--- config.mk ---
export PLATFORM = sky130hd
export DESIGN_NAME = time_adjust_ctrl_flat
export DESIGN_NICKNAME = d
export VERILOG_FILES = /design/src/rtl/time_adjust_ctrl_pkg.sv /design/src/rtl/time_adjust_ctrl_if.sv /design/src/rtl/time_adjust_ctrl_edge_detect.sv /design/src/rtl/time_adjust_ctrl.sv /design/src/flat_wrapper.sv
export SDC_FILE = /design/constraint.sdc
export NUM_CORES = 1
export LEC_CHECK = 0
export CORE_UTILIZATION = 43
export CTS_BUF_LIST = sky130_fd_sc_hd__clkbuf_4
export DETAILED_ROUTE_END_ITERATION = 16
export PLACE_DENSITY = 0.69
export SYNTH_ARGS = -nofsm -noshare
export SYNTH_HDL_FRONTEND = slang
export SYNTH_HIERARCHICAL = 1
export SYNTH_SLANG_ARGS = --single-unit
--- constraint.sdc ---
create_clock -name clk -period 2.3 [get_ports clk]
set_input_delay 0.69 -clock clk [delete_from_list [all_inputs] [get_ports clk]]
set_output_delay 0.69 -clock clk [all_outputs]
set_load 0.02 [all_outputs]
--- src/rtl/time_adjust_ctrl_pkg.sv ---
// Shared clock-adjust package: edit FSM states and default field moduli/widths.
package time_adjust_ctrl_pkg;

  localparam int unsigned DEF_MIN_N  = 60;
  localparam int unsigned DEF_HOUR_N = 24;
  localparam int unsigned DEF_MW     = 6;
  localparam int unsigned DEF_HW     = 5;

  typedef enum logic [1:0] {
    ST_IDLE      = 2'd0,
    ST_EDIT_MIN  = 2'd1,
    ST_EDIT_HOUR = 2'd2,
    ST_COMMIT    = 2'd3
  } adj_state_e;

endpackage

--- src/rtl/time_adjust_ctrl_if.sv ---
// Button/time bus between the user-input front end and the time-adjust controller.
interface time_adjust_ctrl_if #(
  parameter int unsigned MW = 6,
  parameter int unsigned HW = 5
);
  logic          btn_mode;
  logic          btn_up;
  logic          btn_down;
  logic          btn_cancel;
  logic [MW-1:0] cur_min;
  logic [HW-1:0] cur_hour;
  logic [MW-1:0] min_adj;
  logic [HW-1:0] hour_adj;
  logic          min_ld;
  logic          hour_ld;
  logic          editing;
  logic          field_sel;

  modport master (
    output btn_mode, btn_up, btn_down, btn_cancel, cur_min, cur_hour,
    input  min_adj, hour_adj, min_ld, hour_ld, editing, field_sel
  );

  modport slave (
    input  btn_mode, btn_up, btn_down, btn_cancel, cur_min, cur_hour,
    output min_adj, hour_adj, min_ld, hour_ld, editing, field_sel
  );
endinterface

--- src/rtl/time_adjust_ctrl_edge_detect.sv ---
// Registered rising-edge detector; stays disarmed for the first cycle after reset
// so a button already held high at release is not seen as a new press.
module edge_detect (
  input  logic clk,
  input  logic reset,
  input  logic btn,
  output logic rise
);
  logic armed_q, armed_d;
  logic prev_q,  prev_d;
  logic rise_q,  rise_d;

  always_comb begin
    armed_d = 1'b1;
    prev_d  = btn;
    rise_d  = armed_q & btn & ~prev_q;
  end

  always_ff @(posedge clk or posedge reset) begin
    if (reset) begin
      armed_q <= 1'b0;
      prev_q  <= 1'b0;
      rise_q  <= 1'b0;
    end else begin
      armed_q <= armed_d;
      prev_q  <= prev_d;
      rise_q  <= rise_d;
    end
  end

  assign rise = rise_q;
endmodule

--- src/rtl/time_adjust_ctrl.sv ---
// Time-setting controller: mode steps IDLE->minutes->hours->commit, up/down
// adjust a shadow copy with wrap, and a one-cycle load strobe writes it back.
module time_adjust_ctrl
  import time_adjust_ctrl_pkg::*;
#(
  parameter int unsigned MIN_N  = DEF_MIN_N,
  parameter int unsigned HOUR_N = DEF_HOUR_N,
  parameter int unsigned MW     = DEF_MW,
  parameter int unsigned HW     = DEF_HW
) (
  input  logic                clk,
  input  logic                reset,
  time_adjust_ctrl_if.slave   bus
);
  logic rise_mode, rise_up, rise_down, rise_cancel;

  edge_detect u_ed_mode   (.clk(clk), .reset(reset), .btn(bus.btn_mode),   .rise(rise_mode));
  edge_detect u_ed_up     (.clk(clk), .reset(reset), .btn(bus.btn_up),     .rise(rise_up));
  edge_detect u_ed_down   (.clk(clk), .reset(reset), .btn(bus.btn_down),   .rise(rise_down));
  edge_detect u_ed_cancel (.clk(clk), .reset(reset), .btn(bus.btn_cancel), .rise(rise_cancel));

  adj_state_e    state_q, state_d;
  logic [MW-1:0] min_adj_q, min_adj_d;
  logic [HW-1:0] hour_adj_q, hour_adj_d;
  logic          ld_q, ld_d;
  logic          editing_q, editing_d;
  logic          field_sel_q, field_sel_d;

  // Simultaneous up and down cancel each other out.
  logic          step_up_c, step_dn_c;
  logic [MW-1:0] min_inc_c, min_dec_c;
  logic [HW-1:0] hour_inc_c, hour_dec_c;

  assign step_up_c  = rise_up & ~rise_down;
  assign step_dn_c  = rise_down & ~rise_up;
  assign min_inc_c  = (min_adj_q == MW'(MIN_N - 1)) ? '0 : min_adj_q + MW'(1);
  assign min_dec_c  = (min_adj_q == '0) ? MW'(MIN_N - 1) : min_adj_q - MW'(1);
  assign hour_inc_c = (hour_adj_q == HW'(HOUR_N - 1)) ? '0 : hour_adj_q + HW'(1);
  assign hour_dec_c = (hour_adj_q == '0) ? HW'(HOUR_N - 1) : hour_adj_q - HW'(1);

  always_comb begin
    state_d    = state_q;
    min_adj_d  = min_adj_q;
    hour_adj_d = hour_adj_q;

    unique case (state_q)
      ST_IDLE: begin
        if (rise_mode) begin
          state_d    = ST_EDIT_MIN;
          min_adj_d  = bus.cur_min;
          hour_adj_d = bus.cur_hour;
        end
      end
      ST_EDIT_MIN: begin
        if (rise_cancel)    state_d   = ST_IDLE;
        else if (rise_mode) state_d   = ST_EDIT_HOUR;
        else if (step_up_c) min_adj_d = min_inc_c;
        else if (step_dn_c) min_adj_d = min_dec_c;
      end
      ST_EDIT_HOUR: begin
        if (rise_cancel)    state_d    = ST_IDLE;
        else if (rise_mode) state_d    = ST_COMMIT;
        else if (step_up_c) hour_adj_d = hour_inc_c;
        else if (step_dn_c) hour_adj_d = hour_dec_c;
      end
      ST_COMMIT: begin
        state_d = ST_IDLE;
      end
      default: begin
        state_d = ST_IDLE;
      end
    endcase

    // Outputs are registered from the next state so they line up with it.
    ld_d        = (state_d == ST_COMMIT);
    editing_d   = (state_d == ST_EDIT_MIN) || (state_d == ST_EDIT_HOUR);
    field_sel_d = (state_d == ST_EDIT_HOUR);
  end

  always_ff @(posedge clk or posedge reset) begin
    if (reset) begin
      state_q     <= ST_IDLE;
      min_adj_q   <= '0;
      hour_adj_q  <= '0;
      ld_q        <= 1'b0;
      editing_q   <= 1'b0;
      field_sel_q <= 1'b0;
    end else begin
      state_q     <= state_d;
      min_adj_q   <= min_adj_d;
      hour_adj_q  <= hour_adj_d;
      ld_q        <= ld_d;
      editing_q   <= editing_d;
      field_sel_q <= field_sel_d;
    end
  end

  assign bus.min_adj   = min_adj_q;
  assign bus.hour_adj  = hour_adj_q;
  assign bus.min_ld    = ld_q;
  assign bus.hour_ld   = ld_q;
  assign bus.editing   = editing_q;
  assign bus.field_sel = field_sel_q;
endmodule

--- src/flat_wrapper.sv ---
// flat-port wrapper written by rule: the top's interface ports become plain ports
module time_adjust_ctrl_flat import time_adjust_ctrl_pkg::*;
#(
  parameter int unsigned MIN_N  = DEF_MIN_N,
  parameter int unsigned HOUR_N = DEF_HOUR_N,
  parameter int unsigned MW     = DEF_MW,
  parameter int unsigned HW     = DEF_HW
)
  (clk, reset, bus_btn_mode, bus_btn_up, bus_btn_down, bus_btn_cancel, bus_cur_min, bus_cur_hour, bus_min_adj, bus_hour_adj, bus_min_ld, bus_hour_ld, bus_editing, bus_field_sel);
  time_adjust_ctrl_if #(.MW(MW), .HW(HW)) bus_i ();
  input  logic clk;
  input  logic reset;
  input wire logic [$bits(bus_i.btn_mode)-1:0] bus_btn_mode;
  input wire logic [$bits(bus_i.btn_up)-1:0] bus_btn_up;
  input wire logic [$bits(bus_i.btn_down)-1:0] bus_btn_down;
  input wire logic [$bits(bus_i.btn_cancel)-1:0] bus_btn_cancel;
  input wire logic [$bits(bus_i.cur_min)-1:0] bus_cur_min;
  input wire logic [$bits(bus_i.cur_hour)-1:0] bus_cur_hour;
  output wire logic [$bits(bus_i.min_adj)-1:0] bus_min_adj;
  output wire logic [$bits(bus_i.hour_adj)-1:0] bus_hour_adj;
  output wire logic [$bits(bus_i.min_ld)-1:0] bus_min_ld;
  output wire logic [$bits(bus_i.hour_ld)-1:0] bus_hour_ld;
  output wire logic [$bits(bus_i.editing)-1:0] bus_editing;
  output wire logic [$bits(bus_i.field_sel)-1:0] bus_field_sel;
  assign bus_i.btn_mode = bus_btn_mode;
  assign bus_i.btn_up = bus_btn_up;
  assign bus_i.btn_down = bus_btn_down;
  assign bus_i.btn_cancel = bus_btn_cancel;
  assign bus_i.cur_min = bus_cur_min;
  assign bus_i.cur_hour = bus_cur_hour;
  assign bus_min_adj = bus_i.min_adj;
  assign bus_hour_adj = bus_i.hour_adj;
  assign bus_min_ld = bus_i.min_ld;
  assign bus_hour_ld = bus_i.hour_ld;
  assign bus_editing = bus_i.editing;
  assign bus_field_sel = bus_i.field_sel;
  time_adjust_ctrl #(.MIN_N(MIN_N), .HOUR_N(HOUR_N), .MW(MW), .HW(HW)) u_core (.clk(clk), .reset(reset), .bus(bus_i));
endmodule
Word level (Yosys, flattened, before mapping)
Index checks and enable logic that the tools add are counted.
- bitwise logic cells: 16
- add/subtract/negate cells: 4
- reductions and logical operators: 8
- eq/ne operators: 15
- mux-type cells: 22
- operators by type and width (cell ; count):
    $mux W6 ; 7
    $mux W5 ; 7
    $pmux W6 S2 ; 1
    $and A1 B1 Y1 ; 10
    $mux W2 ; 5
    $ne A2 B2 Y1 const B ; 5
    $pmux W5 S2 ; 1
    $reduce_and A5 Y1 ; 2
    $eq A2 B2 Y1 const B ; 4
    $pmux W2 S4 ; 1
    $add A6 B1 Y6 const B ; 1
    $eq A6 B6 Y1 const B ; 1
    $logic_not A6 Y1 ; 1
    $ne A3 B1 Y1 const B ; 2
    $not A1 Y1 ; 6
    $sub A6 B1 Y6 const B ; 1
    $add A5 B1 Y5 const B ; 1
    $eq A5 B5 Y1 const B ; 1
    $logic_not A5 Y1 ; 1
    $sub A5 B1 Y5 const B ; 1
    $eq A2 B1 Y1 const B ; 2
    $reduce_bool A2 Y1 ; 2
    $logic_not A2 Y1 ; 1
    $logic_or A1 B1 Y1 ; 1
- input bits: 17
- word-level logic and storage cells: 80
- register bits: 25
- output and inout port bits: 15

Logic depth before layout (Yosys ltp)
- word-level depth: 7
- mapped depth: 8
- depth with buffers taken out: 7

By module
Netlist, hierarchy kept.
- modules (own cells, without submodules) (module ; area an instance (um2) ; cells an instance ; instances):
    time_adjust_ctrl ; 1261.2 ; 156 ; 1
    edge_detect ; 91.3 ; 6 ; 4

Least setup slack after synthesis
OpenSTA, ideal clock, no wires.
- path type: register -> register
- start: register u_core.u_ed_up.rise_q (netlist: u_core/u_ed_up/rise)
- end: register u_core.min_adj_q[5] (netlist: u_core/bus.min_adj[5])
- cell stages (with the launch flop): 8
- required time: 2174 ps
- clock period less this slack: 1787 ps
- setup time: 126 ps
- arrival: 1662 ps
- path slack: 513 ps
- path through: dfrtp_1 -> ha_1 -> or4b_1 -> a21oi_1 -> buf_4 -> o21ai_0 -> nand2_1 -> o21ai_1
- longest elaborated chain between the ends: 5
- ends and longest elaborated chain (what ; line ; RTL):
    from (decl) ; time_adjust_ctrl_edge_detect.sv:11 ; logic rise_q, rise_d;
    from (signal assigned) ; time_adjust_ctrl_edge_detect.sv:27 ; rise_q <= rise_d;
    $and A1 B1 Y1 ; time_adjust_ctrl.sv:34 ; assign step_up_c = rise_up & ~rise_down;
    $mux W6 ; time_adjust_ctrl.sv:57 ; else if (step_up_c) min_adj_d = min_inc_c;
    $mux W6 ; time_adjust_ctrl.sv:56 ; else if (rise_mode) state_d = ST_EDIT_HOUR;
    $mux W6 ; time_adjust_ctrl.sv:55 ; if (rise_cancel) state_d = ST_IDLE;
    $pmux W6 S2 ; time_adjust_ctrl.sv:46 ; unique case (state_q)
    to (signal assigned) ; time_adjust_ctrl.sv:90 ; min_adj_q <= min_adj_d;
    to (decl) ; time_adjust_ctrl.sv:23 ; logic [MW-1:0] min_adj_q, min_adj_d;
Parallel ways exist; a longest one is shown, timed or not. The select of a mux whose other input is x is not followed.
A chain may end at the register's enable or synchronous reset.

Final worst setup path
- start: register u_core.min_adj_q[1] (netlist: u_core/bus.min_adj[1])
- end: output bus_min_adj[1]
- RTL lines (what ; line ; RTL):
    to (decl) ; flat_wrapper.sv:19 ; output wire logic [$bits(bus_i.min_adj)-1:0] bus_min_adj;
No word-level cell between the ends.

==> metrics.csv <==
stage,metric,value,unit
finish,Area Growth Syn to Fin,24.15,%
cts,CTS buffer count,3,
power_and_ir_drop,Clk network pwr share,9.3,%
place,post-place setup slack,0.3099,ns
min_path,worst hold path class,reg2reg,
timing,Final Worst Setup Slack,0.07915,ns
synthesis,Mapped Area,1627,µm²
finish,Multi-input gate area,812.0,µm²
cts,TritonCTS clock tree,yes,
power_and_ir_drop,Sw Ratio,44.10,%
floorplanning,Die Wd,63.51,µm
timing,final hold vios,0,
detailed_routing,vias,1463,
setup_path,kind of cell adding the most delay to the critical path,buffers and inverters,
global_routing,first-pass GRT wire length,6113,µm
global_routing,GRT Resource Usage Total,19.17,%
power_and_ir_drop,leakage,0.8630,nW
cts,Max clock buf depth,2,
setup_path,worst path required time,1.61,ns
floorplanning,I/O pin cnt,32,
cts,worst-skew pair later-pin latency,0.32,ns
floorplanning,Row Count,21,
global_routing,largest net degree at the start of global routing,17,
timing,RSZ-0062 raised after global routing,no,
run_status,status,"complete, no violations",
synthesis,Post-Synthesis Cells,180,
timing,period utilization,96.56,%
timing,Clock Skew,0.002304,ns
timing,TNS Setup,0,ns
detailed_routing,starting DRC count in detailed routing,278,
cts,Clock Tree Root,clkbuf_4,
finish,number of diodes,0,
power_and_ir_drop,Psw,0.0009643,W
setup_path,CP Data Arrival Time,1.53,ns
setup_path,Critical Path End Type,output port,
synthesis,"top cells by area, synth","dfrtp_1 (43%), ha_1 (6.2%), o21ai_0 (4.0%)",
setup_path,CP bufs+invs,1,
place,Area after DPL,1989,µm²
detailed_routing,Routed WL,3582,µm
floorplanning,core footprint,3468,µm²
synthesis,Post-synth EDFFs,0,
timing,fin. max-slew vios,0,
synthesis,"Avg Cell Area, Syn",9.036,µm²
place,DP HPWL,2662,µm
cts,clock slew at reported path FFs,0.14,ns
setup_path,CP Cell Sequence,clkdlybuf4s50_1,
detailed_routing,1st-pass router iterations,5,
flow_run,number of max-cap violations,0,
timing,min cycle time layout,2.221,ns
synthesis,asr flop ratio synth,100.0,%
setup_path,"slowest stage delay, CP",0.67,ns
power_and_ir_drop,Comb power frac,51.6,%
setup_path,CP max FO,9,
synthesis,sequential fraction of the synthesis area,43.08,%
cts,postcts setup bufs,0,
finish,Nets,237,
global_routing,grt total ovfl,0,
floorplanning,Initial Util,46.90,%
power_and_ir_drop,PwrDens,1083,nW/µm²
synthesis,flop and latch count out of synthesis,28,
detailed_routing,WL/cell,13.94,µm
place,Port Buf Inserts,31,
cts,CTS sink count,28,
detailed_routing,Final ANT Viol Nets,0,
place,gp weighted congestion,0.8510,
power_and_ir_drop,worst vdd ir,0.4448,mV
finish,final non-filler cell total,257,
power_and_ir_drop,Seq pwr share,39.1,%
setup_path,Crit Path Class,reg2out,
synthesis,Yosys top cell area share,43.08,%
place,placed cells,253,
finish,cell area after layout,2019,µm²
synthesis,cell taking the most area after synthesis,dfrtp_1,
synthesis,main flop type after synthesis,dfrtp_1,
floorplanning,Die H,63.51,µm
timing,fmax,0.4503,GHz
synthesis,YS warnings,6,
global_routing,antenna violations before repair,0,
cts,H-tree Lvls,1,
finish,register area,704.4,µm²
detailed_routing,residual DRC count,0,
timing,"Setup violations, final",0,
setup_path,Slowest cell on crit path,clkdlybuf4s50_1,
detailed_routing,drt via density,5.693,
finish,layout cells sized above 1,7.109,%
synthesis,count of different cell masters after synthesis,44,
synthesis,syn nets,205,
power_and_ir_drop,Internal,0.001222,W
global_routing,vias in the first global route,1386,
cts,cts hold-fix bufs,0,
setup_path,crit start category,flop,
floorplanning,die area,4033,µm²
finish,Filler cells,337,
-- path summary, 6_finish.rpt --
kind / to / from / slack [ns] / cells past startpoint
hold reg to reg: u_core/u_ed_down/rise / u_core/u_ed_down/armed_q / 0.51 / 1
hold / removal: u_core/u_ed_down/rise / u_core/u_ed_down/armed_q / 0.51 / 1
setup / recovery: bus_min_adj[1] / u_core/bus.min_adj[1] / 0.08 / 1
max in group asynchronous: u_core/bus.min_adj[4] / reset / 1.33 / 3
min in group asynchronous: u_core/u_ed_cancel/armed_q / reset / 0.62 / 2
setup reg to reg: u_core/bus.hour_adj[3] / u_core/u_ed_up/rise / 0.28 / 6
-- sequential cells by signal, summed over array words and instances, names as in the netlist --
signal	flops
u_core/u_ed_up/armed_q	1
u_core/u_ed_cancel/rise	1
u_core/bus.field_sel	1
u_core/u_ed_mode/rise	1
u_core/u_ed_down/armed_q	1
u_core/u_ed_cancel/armed_q	1
u_core/u_ed_mode/prev_q	1
u_core/bus.editing	1
u_core/state_q	2
u_core/u_ed_up/prev_q	1
u_core/u_ed_cancel/prev_q	1
u_core/bus.hour_adj	5
u_core/u_ed_down/rise	1
u_core/u_ed_mode/armed_q	1
u_core/u_ed_down/prev_q	1
u_core/bus.hour_ld	1
u_core/u_ed_up/rise	1
u_core/bus.min_adj	6
-- routing by layer --
layer / share of wire (%) / GRT usage [%]
met1: 43 / 24.48
met5: 0 / 0
met3: 5.5 / 2.536
met2: 50 / 32.71
met4: 1.0 / 7.102
-- repair_timing --
item	4_1_cts	5_1_grt
setup endpoints to repair	0	3
gates resized for setup	0	3
endpoints found under the hold margin	0	0
-- power groups by stage --
stage               Combinational, W  Sequential [W]  Clock [W]
global placement             0.00109        0.000843          0
global route                 0.00123        0.000880   0.000237
floorplan                   0.000655        0.000891          0
detailed placement           0.00112        0.000857          0
CTS                          0.00113        0.000846   0.000219
finish                       0.00113        0.000855   0.000202
-- logic make-up (layout without fill, tap and decap cells) --
kind of cell	after synthesis	after routing	share of synthesized area, %
AOI/OAI and AO/OA	52	52	20.23
xor gates and xnor gates	2	2	1.077
adders and majority gates	8	8	6.154
buffers and inverters	27	58	6.999
DFF	28	28	43.08
muxes	3	3	1.846
other	4	4	0.9228
and+or+nand+nor	56	56	19.69
-- stage by stage --
step	hold WS, ns	util [%]	power, W
2_1_floorplan	0.4436	-	0.001545
5_1_grt	0.5309	58.23	0.002352
3_3_place_gp	0.4673	57.36	0.001931
3_5_place_dp	0.4845	57.36	0.001976
4_1_cts	0.5180	58.12	0.002190
6_report	0.5085	58.23	0.002187
-- cells in the mapped netlist (all sizes together) (2+ instances only) --
cell type	count
a211oi	2
a21o	2
a21oi	10
a31oi	3
and3b	4
buf	6
clkbuf	4
conb	4
dfrtp	28
ha	8
inv	17
mux2i	3
nand2	12
nand2b	7
nand3	3
nand4	2
nand4b	2
nor2	9
nor2b	2
nor3	5
nor4	2
nor4b	2
o211ai	5
o21ai	14
o22ai	6
o311ai	2
or3	2
-- layout by cell type (no fill, tap or decap), types with 2 or more instances in the layout --
cell,netlist,layout
a211oi_1,2,2
a21o_1,2,2
a21oi_1,10,10
a31oi_1,3,3
and3b_1,4,4
buf_4,2,6
clkbuf_4,0,3
clkdlybuf4s50_1,0,31
conb_1,4,4
dfrtp_1,28,25
dfrtp_2,0,3
ha_1,8,8
inv_1,17,17
mux2i_1,3,3
nand2_1,12,12
nand2b_1,7,7
nand3_1,3,3
nand4_1,2,2
nand4b_1,2,2
nor2_1,9,9
nor2b_1,2,2
nor3_1,5,5
nor4_1,2,2
o211ai_1,5,5
o21ai_0,13,13
o22ai_1,6,6
o311ai_0,2,2
or3_1,2,2
-- final cells by class --
| class | count | area share [%] |
|---|---|---|
| multi-input cells | 125 | 40.21 |
| repair buffers | 37 | 17.60 |
| flip-flops and latches | 28 | 34.88 |
| clock buffers | 3 | 1.115 |
| clock inverters | 1 | 0.1859 |
| inverters | 17 | 3.160 |
| well taps | 46 | 2.850 |
(Power assumes the default switching activity.)
==> patch 1, RTL diff (same flow settings) <==
Encoding of `adj_state_e`: now one-hot (4 bits for 4 states).
--- a/src/rtl/time_adjust_ctrl_pkg.sv
+++ b/src/rtl/time_adjust_ctrl_pkg.sv
@@ -6,11 +6,11 @@
   localparam int unsigned DEF_MW     = 6;
   localparam int unsigned DEF_HW     = 5;
 
-  typedef enum logic [1:0] {
-    ST_IDLE      = 2'd0,
-    ST_EDIT_MIN  = 2'd1,
-    ST_EDIT_HOUR = 2'd2,
-    ST_COMMIT    = 2'd3
+  typedef enum logic [3:0] {
+    ST_IDLE      = 4'b0001,
+    ST_EDIT_MIN  = 4'b0010,
+    ST_EDIT_HOUR = 4'b0100,
+    ST_COMMIT    = 4'b1000
   } adj_state_e;
 
 endpackage
Formal check against the unedited RTL: no difference found for any inputs over 10 cycles, from zero or initial values and one cycle with reset high; not proved beyond that.
==> patch 1 against the original RTL <==
  * Synthesized area is 3.2% higher
  * Fmax grew 1.7%
  * Clock skew is 0.0017 ns higher
  * Cell count up 3.9%
  * Final area rose by 4.3%
  * Via count increased by 3.1%
  * Sequential share of layout area rose by 0.89 points
  * Routed wire length is 7.9% higher
  * Worst setup slack better by 0.038 ns
  * Sequential cell count rose by 2
  * Critical path type unchanged
Power is not compared: it rests on default switching activity, and its combinational part moved more than twofold at a synthesized area within 25%.
==> patch 1: results (changes against the original RTL) <==
- Result of the run: finished, final reports clean (unchanged)
- CTS clk-pin slew, worst paths: 0.10 ns (was 0.14 ns)
- Worst path arrival time: 1.49 ns (was 1.53 ns)
- Number of antenna violations at the first check in global routing: 0 (unchanged)
- Final Skew: 0.003985 ns (was 0.002304 ns)
- Maximum number of pins on one net before global-route repair: 14 (was 17)
- Fraction of layout instances using a drive strength above 1: 9.589% (was 7.109%)
- Relative slew slack: 62.64%
- Total nets after synthesis: 207 (was 205)
- Global routing met3 resource utilization: 5.282% (was 2.536%)
- Vias: 1509 (was 1463)
- Longest Clk Path Bufs: 2 (unchanged)
- Drt initial violations: 155 (was 278)
- Wire length of the first global-routing pass: 6.534 mm (was 6.113 mm)
- Synth top area cells: dfrtp_1 43%, ha_1 4.5%, nor2_1 3.6%, a21oi_1 3.3%, o21ai_0 3.3% (was dfrtp_1 43%, ha_1 6.2%, o21ai_0 4.0%, inv_1 3.9%, a21oi_1 3.1%)
- Routability cong.: 0.8851 (was 0.8510)
- Placed wire-length estimate: 2.870 mm (was 2.662 mm)
- GR met2 Demand/Resource: 34.34% (was 32.71%)
- Count of distinct cell types in the synthesized netlist: 46 (was 44)
- TritonCTS Buffers: 5 (was 3)
- Largest driver fanout on the critical path: 10 (was 9)
- Net switching component of the power: 502.9 uW
- Vias in the first global route: 1415 (was 1386)
- Post-DR wirelength/cell: 14.48 um (was 13.94 um)
- Global-route usage over all layers: 20.63% (was 19.17%)
- Number of nets in the finished design: 241 (was 237)
- Share of the yosys chip area belonging to registers: 44.82% (was 43.08%)
- Cell types with the highest counts after synthesis: 29 x dfrtp_1, 16 x nor2_1, 14 x inv_1 (was 28 x dfrtp_1, 17 x inv_1, 13 x o21ai_0)
- Drt pass-1 iters: 4 (was 5)
- Met1 usage in global routing: 25.77% (was 24.48%)
- Filler cell count: 333 (was 337)
- Htree depth: 2 (was 1)
- Pleak: 0.0009609 uW
## patch 1: final cells by class
cell class / instances / area, um2 / share of cell area, %
Clock inverter: 2 / 8.758 / 0.4159
Multi-Input combinational cell: 130 / 830.8 / 39.45
Timing Repair Buffer: 37 / 355.3 / 16.87
Sequential cell: 30 / 753.2 / 35.77
Inverter: 14 / 52.55 / 2.496
Tap cell: 48 / 60.06 / 2.852
Clock buffer: 6 / 45.04 / 2.139
## patch 1: metal layers
metal	part of all wire (%)	wire, um	vias to the layer above
met3	5.2	201	6
met2	50	1914	58
li1	-	-	716
met5	0	0	-
met4	1.0	39	0
met1	44	1710	729
## patch 1: final timing paths
path / startpoint / to / slack [ns] / cells after the start
setup / recovery: u_core/bus.min_adj[4]$_DFFE_PP0P_ / bus_min_adj[4] / 0.12 / 1
hold / removal: u_core/u_ed_mode/armed_q$_DFF_PP0_ / u_core/u_ed_mode/rise$_DFF_PP0_ / 0.50 / 1
setup reg to reg: u_core/state_q[3]$_DFF_PP0_ / u_core/bus.min_adj[5]$_DFFE_PP0P_ / 0.16 / 4
hold reg to reg: u_core/u_ed_mode/armed_q$_DFF_PP0_ / u_core/u_ed_mode/rise$_DFF_PP0_ / 0.50 / 1
max in group asynchronous: reset / u_core/state_q[0]$_DFF_PP1_ / 1.25 / 3
min in group asynchronous: reset / u_core/u_ed_down/armed_q$_DFF_PP0_ / 0.66 / 2
## patch 1: worst reg2reg max path: cells and delay by family, from the launching register on
family | cells | cell delay [ns]
AND/OR/NAND/NOR | 3 | 1.29
AO/OA/AOI/OAI | 1 | 0.30
flip-flops | 1 | 0.44
## patch 1: cells by family (layout without fill, tap and decap cells)
| family | after synthesis | after routing | synth area share [%] |
|---|---|---|---|
| buffers and inverters | 24 | 59 | 5.667 |
| xor gates and xnor gates | 5 | 5 | 2.610 |
| and+or+nand+nor | 67 | 67 | 22.07 |
| muxes | 3 | 3 | 2.610 |
| DFF | 30 | 30 | 44.82 |
| other | 4 | 4 | 0.8946 |
| adders and majority gates | 6 | 6 | 4.474 |
| AOI/OAI and AO/OA | 45 | 45 | 16.85 |
## patch 1: timing repair
| item | 4_1_cts | 5_1_grt |
|---|---|---|
| gates resized for setup | 0 | 1 |
| hold endpoints to repair | 0 | 0 |
| setup endpoints to repair | 0 | 1 |
## patch 1: metrics by stage
step	instances	setup slack (ns)	utilization (%)	area, um2	total power (uW)
final	267	0.1172	57.09	2106	1433
after detailed placement	259	0.1906	55.60	2051	1129
after global routing	267	0.03832	57.09	2106	1522
after floorplan	184	0.3533	-	1678	941.7
after global placement	259	0.2479	55.60	2051	1116
after CTS	267	0.02451	57.06	2105	1438
==> patch 2, RTL diff (config.mk and constraints unchanged) <==
Made on the original files. Change the package constant `DEF_MW` from 6 to 7.
--- a/src/rtl/time_adjust_ctrl_pkg.sv
+++ b/src/rtl/time_adjust_ctrl_pkg.sv
@@ -3,7 +3,7 @@
 
   localparam int unsigned DEF_MIN_N  = 60;
   localparam int unsigned DEF_HOUR_N = 24;
-  localparam int unsigned DEF_MW     = 6;
+  localparam int unsigned DEF_MW     = 7;
   localparam int unsigned DEF_HW     = 5;
 
   typedef enum logic [1:0] {
Interface: changed (resized bus_cur_min and bus_min_adj); port bits go from 32 to 34. No check against the original RTL was run, so the function may have changed too.
==> patch 2 against the original RTL <==
  * Worst setup slack improved by 0.0078 ns
  * Largest power group unchanged
  * Non-clock buffer count increased by 1
  * First-iteration DRC count is 40% lower
  * Synthesized cell count rose by 5.0%
  * Critical endpoint is now bus_min_adj[5]
  * Final area grew 8.1%
  * Synthesized area rose by 5.8%
  * Largest cell class unchanged
  * Total power is 14% higher
  * Routed wire length rose by 11%
  * Combinational power rose by 5%
  * Sequential power up 3.4%
  * Sequential share of layout area down 1.4 points
  * Register-to-register slack improved by 0.04 ns
  * Sequential cell count rose by 1
  * Cell count up 5.8%
==> patch 2: results (changes against the original RTL) <==
- Non-clock buffer area fraction after layout: 16.85% (was 17.60%)
- Count of input and output buffers: 33 (was 31)
- Launch point of the worst path: u_core/bus.min_adj[5]$_DFFE_PP0P_ (was u_core/bus.min_adj[1]$_DFFE_PP0P_)
- Clock sink count: 29 (was 28)
- Share of the yosys chip area belonging to registers: 42.15% (was 43.08%)
- Wire length of the first global-routing pass: 6.410 mm (was 6.113 mm)
- Cell types with the highest counts after synthesis: 29 x dfrtp_1, 17 x o21ai_0, 14 x inv_1 (was 28 x dfrtp_1, 17 x inv_1, 13 x o21ai_0)
- Met1 usage in global routing: 26.08% (was 24.48%)
- RR Endpoint: u_core/bus.hour_adj[4]$_DFFE_PP0P_ (was u_core/bus.hour_adj[3]$_DFFE_PP0P_)
- Fraction of layout instances using a drive strength above 1: 8.482% (was 7.109%)
- Maximum number of pins on one net before global-route repair: 18 (was 17)
- Sw frac: 42.64% (was 44.10%)
- Drt initial violations: 168 (was 278)
- Htree depth: 2 (was 1)
- Drt pass-1 iters: 4 (was 5)
- GR met2 Demand/Resource: 31.96% (was 32.71%)
- Placed wire-length estimate: 2.940 mm (was 2.662 mm)
- Latest clock arrival within the worst-skew pair: 0.34 ns (was 0.32 ns)
- Multi-input gate share of the layout cell area: 40.92% (was 40.21%)
- Detailed-route wire length on metal 1: 1.724 mm (was 1.558 mm)
- Routability cong.: 0.8747 (was 0.8510)
- Count of distinct cell types in the synthesized netlist: 51 (was 44)
- Result of the run: finished, final reports clean (unchanged)
- Largest driver fanout on the critical path: 8 (was 9)
- Startpoint of the most critical hold path: u_core/u_ed_up/armed_q$_DFF_PP0_ (was u_core/u_ed_down/armed_q$_DFF_PP0_)
- Final Skew: 0.01387 ns (was 0.002304 ns)
- Filler cell count: 354 (was 337)
- Synth top area cells: dfrtp_1 42%, ha_1 5.8%, o21ai_0 4.9%, a21oi_1 3.5%, inv_1 3.1% (was dfrtp_1 43%, ha_1 6.2%, o21ai_0 4.0%, inv_1 3.9%, a21oi_1 3.1%)
- Vias: 1538 (was 1463)
- Comb power: 1190 uW (was 1130 uW)
- Count of plain and timing-repair buffers: 38 (was 37)
[patch 2: changes by cell type after synthesis, sizes merged, moves of 3 or more]
cell    change
a21oi       +3
buf         -3
clkbuf      +4
inv         -3
nand2       -4
nand3       +5
nor3        -3
o211ai      -4
o21ai       +3
o22ai       -4
[patch 2: cell families after synthesis]
logic type | count (synthesis) | share of synthesized area (%)
fa+ha+maj | 8 | 5.814
simple gates | 60 | 19.77
flops | 29 | 42.15
compound gates | 55 | 21.08
buf+inv | 25 | 5.959
xor+xnor | 5 | 2.544
other cells | 4 | 0.8718
mux | 3 | 1.817
[patch 2: metrics by stage]
step / instances / setup slack [ns] / area, um2 / hold slack, ns
floorplan: 189 / 0.4124 / 1722 / 0.4436
global placement: 264 / 0.3870 / 2100 / 0.4694
detailed placement: 264 / 0.3485 / 2100 / 0.4764
CTS: 272 / 0.003828 / 2178 / 0.4851
global route: 272 / 0.02149 / 2183 / 0.5160
finish: 272 / 0.08691 / 2183 / 0.4734
